<file path="src/rtl/mc_ctrl_pkg.sv">
// Shared encodings for the multicycle controller: FSM states, opcodes, functs, ALU codes.
// The BNEEX state exists only when MC_BNE_EN is defined.
package mc_ctrl_pkg;

    typedef enum logic [3:0] {
        S_FETCH   = 4'd0,
        S_DECODE  = 4'd1,
        S_MEMADR  = 4'd2,
        S_MEMRD   = 4'd3,
        S_MEMWB   = 4'd4,
        S_MEMWR   = 4'd5,
        S_RTYPEEX = 4'd6,
        S_RTYPEWB = 4'd7,
        S_BEQEX   = 4'd8,
        S_ADDIEX  = 4'd9,
        S_ADDIWB  = 4'd10,
        S_JEX     = 4'd11
`ifdef MC_BNE_EN
        , S_BNEEX = 4'd12
`endif
    } state_e;

    localparam logic [5:0] OP_RTYPE = 6'b000000;
    localparam logic [5:0] OP_LW    = 6'b100011;
    localparam logic [5:0] OP_SW    = 6'b101011;
    localparam logic [5:0] OP_BEQ   = 6'b000100;
    localparam logic [5:0] OP_BNE   = 6'b000101;
    localparam logic [5:0] OP_ADDI  = 6'b001000;
    localparam logic [5:0] OP_J     = 6'b000010;

    localparam logic [5:0] FN_ADD = 6'b100000;
    localparam logic [5:0] FN_SUB = 6'b100010;
    localparam logic [5:0] FN_AND = 6'b100100;
    localparam logic [5:0] FN_OR  = 6'b100101;
    localparam logic [5:0] FN_SLT = 6'b101010;

    localparam logic [1:0] ALUOP_ADD   = 2'b00;
    localparam logic [1:0] ALUOP_SUB   = 2'b01;
    localparam logic [1:0] ALUOP_FUNCT = 2'b10;

    localparam logic [2:0] AC_AND = 3'b000;
    localparam logic [2:0] AC_OR  = 3'b001;
    localparam logic [2:0] AC_ADD = 3'b010;
    localparam logic [2:0] AC_SUB = 3'b110;
    localparam logic [2:0] AC_SLT = 3'b111;

endpackage

</file>
<file path="src/rtl/mc_aludec.sv">
// ALU decoder: turns the FSM's aluop plus the R-type funct field into an ALU operation.
module mc_aludec
    import mc_ctrl_pkg::*;
(
    input  logic [5:0] funct,
    input  logic [1:0] aluop,
    output logic [2:0] alucontrol
);

    always_comb begin
        alucontrol = AC_ADD;
        case (aluop)
            ALUOP_SUB: alucontrol = AC_SUB;
            ALUOP_FUNCT: begin
                case (funct)
                    FN_ADD:  alucontrol = AC_ADD;
                    FN_SUB:  alucontrol = AC_SUB;
                    FN_AND:  alucontrol = AC_AND;
                    FN_OR:   alucontrol = AC_OR;
                    FN_SLT:  alucontrol = AC_SLT;
                    default: alucontrol = AC_AND;
                endcase
            end
            default: alucontrol = AC_ADD;
        endcase
    end

endmodule

</file>
<file path="src/rtl/mc_controller.sv">
// Multicycle MIPS-style Moore controller; the state register is the only storage.
// Optional MC_BNE_EN adds a BNEEX state for bne.
module mc_controller
    import mc_ctrl_pkg::*;
(
    input  logic       clk,
    input  logic       reset,
    input  logic [5:0] op,
    input  logic [5:0] funct,
    input  logic       zero,
    output logic       pcen,
    output logic       memwrite,
    output logic       irwrite,
    output logic       regwrite,
    output logic       iord,
    output logic       alusrca,
    output logic       regdst,
    output logic       memtoreg,
    output logic [1:0] alusrcb,
    output logic [1:0] pcsrc,
    output logic [2:0] alucontrol,
    output logic [3:0] state
);

    state_e     state_q, state_d;
    logic       pcwrite, branch;
    logic [1:0] aluop;
`ifdef MC_BNE_EN
    logic       bne;
`endif

    always_comb begin
        state_d = S_FETCH;
        case (state_q)
            S_FETCH:  state_d = S_DECODE;
            S_DECODE: begin
                case (op)
                    OP_LW, OP_SW: state_d = S_MEMADR;
                    OP_RTYPE:     state_d = S_RTYPEEX;
                    OP_BEQ:       state_d = S_BEQEX;
                    OP_ADDI:      state_d = S_ADDIEX;
                    OP_J:         state_d = S_JEX;
`ifdef MC_BNE_EN
                    OP_BNE:       state_d = S_BNEEX;
`endif
                    default:      state_d = S_FETCH;
                endcase
            end
            // op is re-examined here; the IR holds it stable across the instruction
            S_MEMADR:  state_d = (op == OP_SW) ? S_MEMWR : S_MEMRD;
            S_MEMRD:   state_d = S_MEMWB;
            S_RTYPEEX: state_d = S_RTYPEWB;
            S_ADDIEX:  state_d = S_ADDIWB;
            default:   state_d = S_FETCH;
        endcase
    end

    always_ff @(posedge clk) begin
        if (reset) state_q <= S_FETCH;
        else       state_q <= state_d;
    end

    always_comb begin
        pcwrite  = 1'b0;
        branch   = 1'b0;
        memwrite = 1'b0;
        irwrite  = 1'b0;
        regwrite = 1'b0;
        iord     = 1'b0;
        alusrca  = 1'b0;
        regdst   = 1'b0;
        memtoreg = 1'b0;
        alusrcb  = 2'b00;
        pcsrc    = 2'b00;
        aluop    = ALUOP_ADD;
`ifdef MC_BNE_EN
        bne      = 1'b0;
`endif
        case (state_q)
            S_FETCH: begin
                irwrite = 1'b1;
                pcwrite = 1'b1;
                alusrcb = 2'b01;
            end
            S_DECODE: alusrcb = 2'b11;
            S_MEMADR, S_ADDIEX: begin
                alusrca = 1'b1;
                alusrcb = 2'b10;
            end
            S_MEMRD: iord = 1'b1;
            S_MEMWB: begin
                memtoreg = 1'b1;
                regwrite = 1'b1;
            end
            S_MEMWR: begin
                iord     = 1'b1;
                memwrite = 1'b1;
            end
            S_RTYPEEX: begin
                alusrca = 1'b1;
                aluop   = ALUOP_FUNCT;
            end
            S_RTYPEWB: begin
                regdst   = 1'b1;
                regwrite = 1'b1;
            end
            S_BEQEX: begin
                alusrca = 1'b1;
                aluop   = ALUOP_SUB;
                pcsrc   = 2'b01;
                branch  = 1'b1;
            end
            S_ADDIWB: regwrite = 1'b1;
            S_JEX: begin
                pcsrc   = 2'b10;
                pcwrite = 1'b1;
            end
`ifdef MC_BNE_EN
            S_BNEEX: begin
                alusrca = 1'b1;
                aluop   = ALUOP_SUB;
                pcsrc   = 2'b01;
                bne     = 1'b1;
            end
`endif
            default: ;
        endcase
    end

`ifdef MC_BNE_EN
    assign pcen = pcwrite | (branch & zero) | (bne & ~zero);
`else
    assign pcen = pcwrite | (branch & zero);
`endif

    assign state = state_q;

    mc_aludec u_aludec (
        .funct      (funct),
        .aluop      (aluop),
        .alucontrol (alucontrol)
    );

endmodule

</file>
<file path="config.mk">
export PLATFORM = sky130hd
export DESIGN_NAME = mc_controller
export DESIGN_NICKNAME = d
export VERILOG_FILES = /design/src/rtl/mc_ctrl_pkg.sv /design/src/rtl/mc_aludec.sv /design/src/rtl/mc_controller.sv
export SDC_FILE = /design/constraint.sdc
export NUM_CORES = 1
export LEC_CHECK = 0
export CELL_PAD_IN_SITES_DETAIL_PLACEMENT = 1
export CELL_PAD_IN_SITES_GLOBAL_PLACEMENT = 1
export CORE_ASPECT_RATIO = 0.6
export CORE_MARGIN = 2
export CORE_UTILIZATION = 23
export DETAILED_ROUTE_END_ITERATION = 10
export HOLD_SLACK_MARGIN = 0.05
export PLACE_DENSITY_LB_ADDON = 0.1
export SYNTH_ARGS = -nofsm -noshare
export SYNTH_HDL_FRONTEND = slang
export SYNTH_HIERARCHICAL = 1
export SYNTH_SLANG_ARGS = --single-unit
</file>
<file path="constraint.sdc">
create_clock -name clk -period 2.81 [get_ports clk]
set_clock_uncertainty 0.05 [all_clocks]
set_input_delay 0.281 -clock clk [delete_from_list [all_inputs] [get_ports clk]]
set_output_delay 0.281 -clock clk [all_outputs]
set_load 0.1 [all_outputs]
</file>
==> impl_metrics.yaml, run 1 <==
global_route:
  grt_pass1_wl_mm: 3.22
  grt_usage_pct: 14.8
  grt_pass1_vias: 660
  grt_max_degree: 17
  grt_overflow: 0
  antenna_found_initial: 0
clock_tree:
  cts.clk_slew.worst_paths_ps: 30
  root_buffer: "clkbuf_8"
  cts_hold_buf: 0
  cts_buffers: 3
  clockBufferDepth: 2
  cts_tree: "built"
  cts_num_sinks: 4
  ctsHtreeMaxLevel: 1
  clk_latency_ps: 220
yosys:
  syn_avg_cell_area_um2: 7.35
  synth_fp_nets: 90
  syn_area_um2: 537
  synth-seq-area-share_pct: 14.9
  yosysTopAreaCell: "dfxtp_1"
  postSynthCellCount: 73
  postSynth.asyncResetShare_pct: 0
  synth_top_area_share_pct: 14.9
  ys_warn_count: 6
  ys_top_cells_by_area: "dfxtp_1, nor3_1, ha_1"
  synth_edf_count: 0
  ys_types: 38
  synth_seq_cells: 4
  ys.flop_type: "dfxtp_1"
cells_and_area:
  final_cell_mix: "buf_4, clkdlybuf4s50_1, nor2_1, inv_1, dfxtp_4"
  drive_above_1_share_pct: 42.9
  antenna_cells: 0
  nNetsFinal: 124
  final_util_pct: 47.6
  area_growth_syn_to_layout_pct: 93.2
  fill_cells: 262
  mostFrequentLayoutCell: "buf_4"
  largest_reg_flops: 4
worst_setup_path:
  crit_type: "reg2out"
  max_stage_delay_ps: 560
  start_kind: "flop"
  cp_slowest_cell: "or4b_4"
  crit_family: "simple AND/OR/NAND/NOR gates"
  worst-path-buf-inv: 1
  cp.required_ps: 2480
  path_cells: "nand2b_4, nor3b_2, ha_2, or4b_4, o22ai_4, buf_12"
  worstPathMaxFanout: 13
  cp.arrival_ps: 2360
  end_kind: "output port"
timing:
  rsz0062_at_grt: "no"
  slew_viol_final: 0
  finalCriticalPeriod_ps: 2690
  setup_viol: 0
  fin_crit_sh_pct: 95.8
  hold_viol: 0
  setup_slack_ps: 118
  fmax_mhz: 371
  slew_headroom_pct: 76.5
  worstMarginPinSlew_ps: 352
floorplan:
  fp-row-count: 13
  initial_utilization_pct: 24.6
  die-area_um2: 2750
  die_w_um: 66.4
  die_y_um: 41.4
  ios: 34
  coreArea_um2: 2180
route:
  drt_iter0_drc: 37
  met3_length_um: 92
  wire_per_inst_um: 14.0
  highest_layer: "met4"
  ant_nets: 0
  dr.pass1.iters: 3
  drt-vias-per-instance: 4.86
  vias: 656
  drt_wl_total_mm: 1.88
  wl_met2_um: 848
  drc: 0
  m1WireLength_um: 927
job:
  drv_cap: 0
placed_design:
  dpl.hpwl_mm: 1.52
  pre_cts_ws_ps: 266
  routabilityCongestion: 0.734
  io_buffers: 33
outcome:
  outcome: "finished, final reports clean"
power_and_ir_drop:
  ir_worst_vdd_uv: 124
  powerDensity_nw_per_um2: 306
  leakagePower_nw: 0.362
hold_path:
  min_path_type: "reg2reg"
synthesized netlist by cell type (2+ instances only):
| cell | number |
|---|---|
| nor2_1 | 6 |
| nor3_1 | 6 |
| dfxtp_1 | 4 |
| inv_1 | 4 |
| nand2_1 | 4 |
| a21o_1 | 3 |
| a21oi_1 | 3 |
| buf_2 | 3 |
| nor2b_1 | 3 |
| o21ai_0 | 3 |
| ha_1 | 2 |
| nand3_1 | 2 |
| nand3b_1 | 2 |
| nand4bb_1 | 2 |
| nor3b_1 | 2 |
| o41ai_1 | 2 |
timing repair:
| item | CTS | global route |
|---|---|---|
| gates resized for setup | 0 | 2 |
| setup buffers | 0 | 1 |
| hold endpoints to repair | 0 | 0 |
| endpoints found under the setup margin | 0 | 1 |
per-stage QoR:
stage	instances	cell area (um^2)	setup TNS [ps]	total power [mW]	hold WS, ps
finish	135	1040	0	0.318	562
global placement	131	980	0	0.194	561
CTS	134	1020	0	0.320	566
global route	135	1040	0	0.334	596
detailed placement	131	980	0	0.194	561
floorplan	73	671	-171	0.152	322
cell families (layout without fill, tap and decap cells):
group | after synthesis | in the layout | share of synthesized area, %
fa+ha+maj | 2 | 2 | 4.66
compound gates | 16 | 16 | 21.0
simple gates | 39 | 39 | 46.6
buf+inv | 9 | 41 | 7.69
xor+xnor | 2 | 2 | 3.26
mux | 1 | 1 | 1.86
flops | 4 | 4 | 14.9
area by class of cell:
cell class | instances | area (um^2) | share of cell area, %
timing repair buffer | 34 | 328 | 31.6
multi-input combinational | 60 | 520 | 50.2
clock buffer | 3 | 41.3 | 3.98
sequential | 4 | 95.1 | 9.17
tap | 30 | 37.5 | 3.62
inverter | 4 | 15.0 | 1.45
metal layers:
layer,up-vias,track usage [%]
li1,335,-
met1,300,21.8
met2,18,22.6
met3,3,2.17
met4,0,3.67
met5,-,0
final timing paths:
kind         cells past startpoint      from  slack [ps]       endpoint
max                              6  state[3]         120  alucontrol[2]
min                              1  state[2]         560       state[1]
max reg2reg                      4  state[2]        1350       state[3]
min reg2reg                      1  state[2]         560       state[1]
worst register-to-register path, delay by kind of cell (launching register included):
family          cells  cell delay (ps)
flops               1              390
simple gates        3              770
compound gates      1              160
report_power, final:
part / leakage [nW] / total [mW] / internal [mW] / switching (mW)
registers: 0.0355 / 0.0666 / 0.0567 / 0.00987
clock network: 0.0216 / 0.124 / 0.0915 / 0.0321
logic: 0.305 / 0.127 / 0.0429 / 0.0845
No activity file was read; power rests on OpenSTA's default activity.
==> run 2, diff against run 1 <==
Settings changed: GPL_ROUTABILITY_DRIVEN from default to 0.
==> results of run 2 <==
The final DEF is identical to that of run 1; final timing and power are the same.
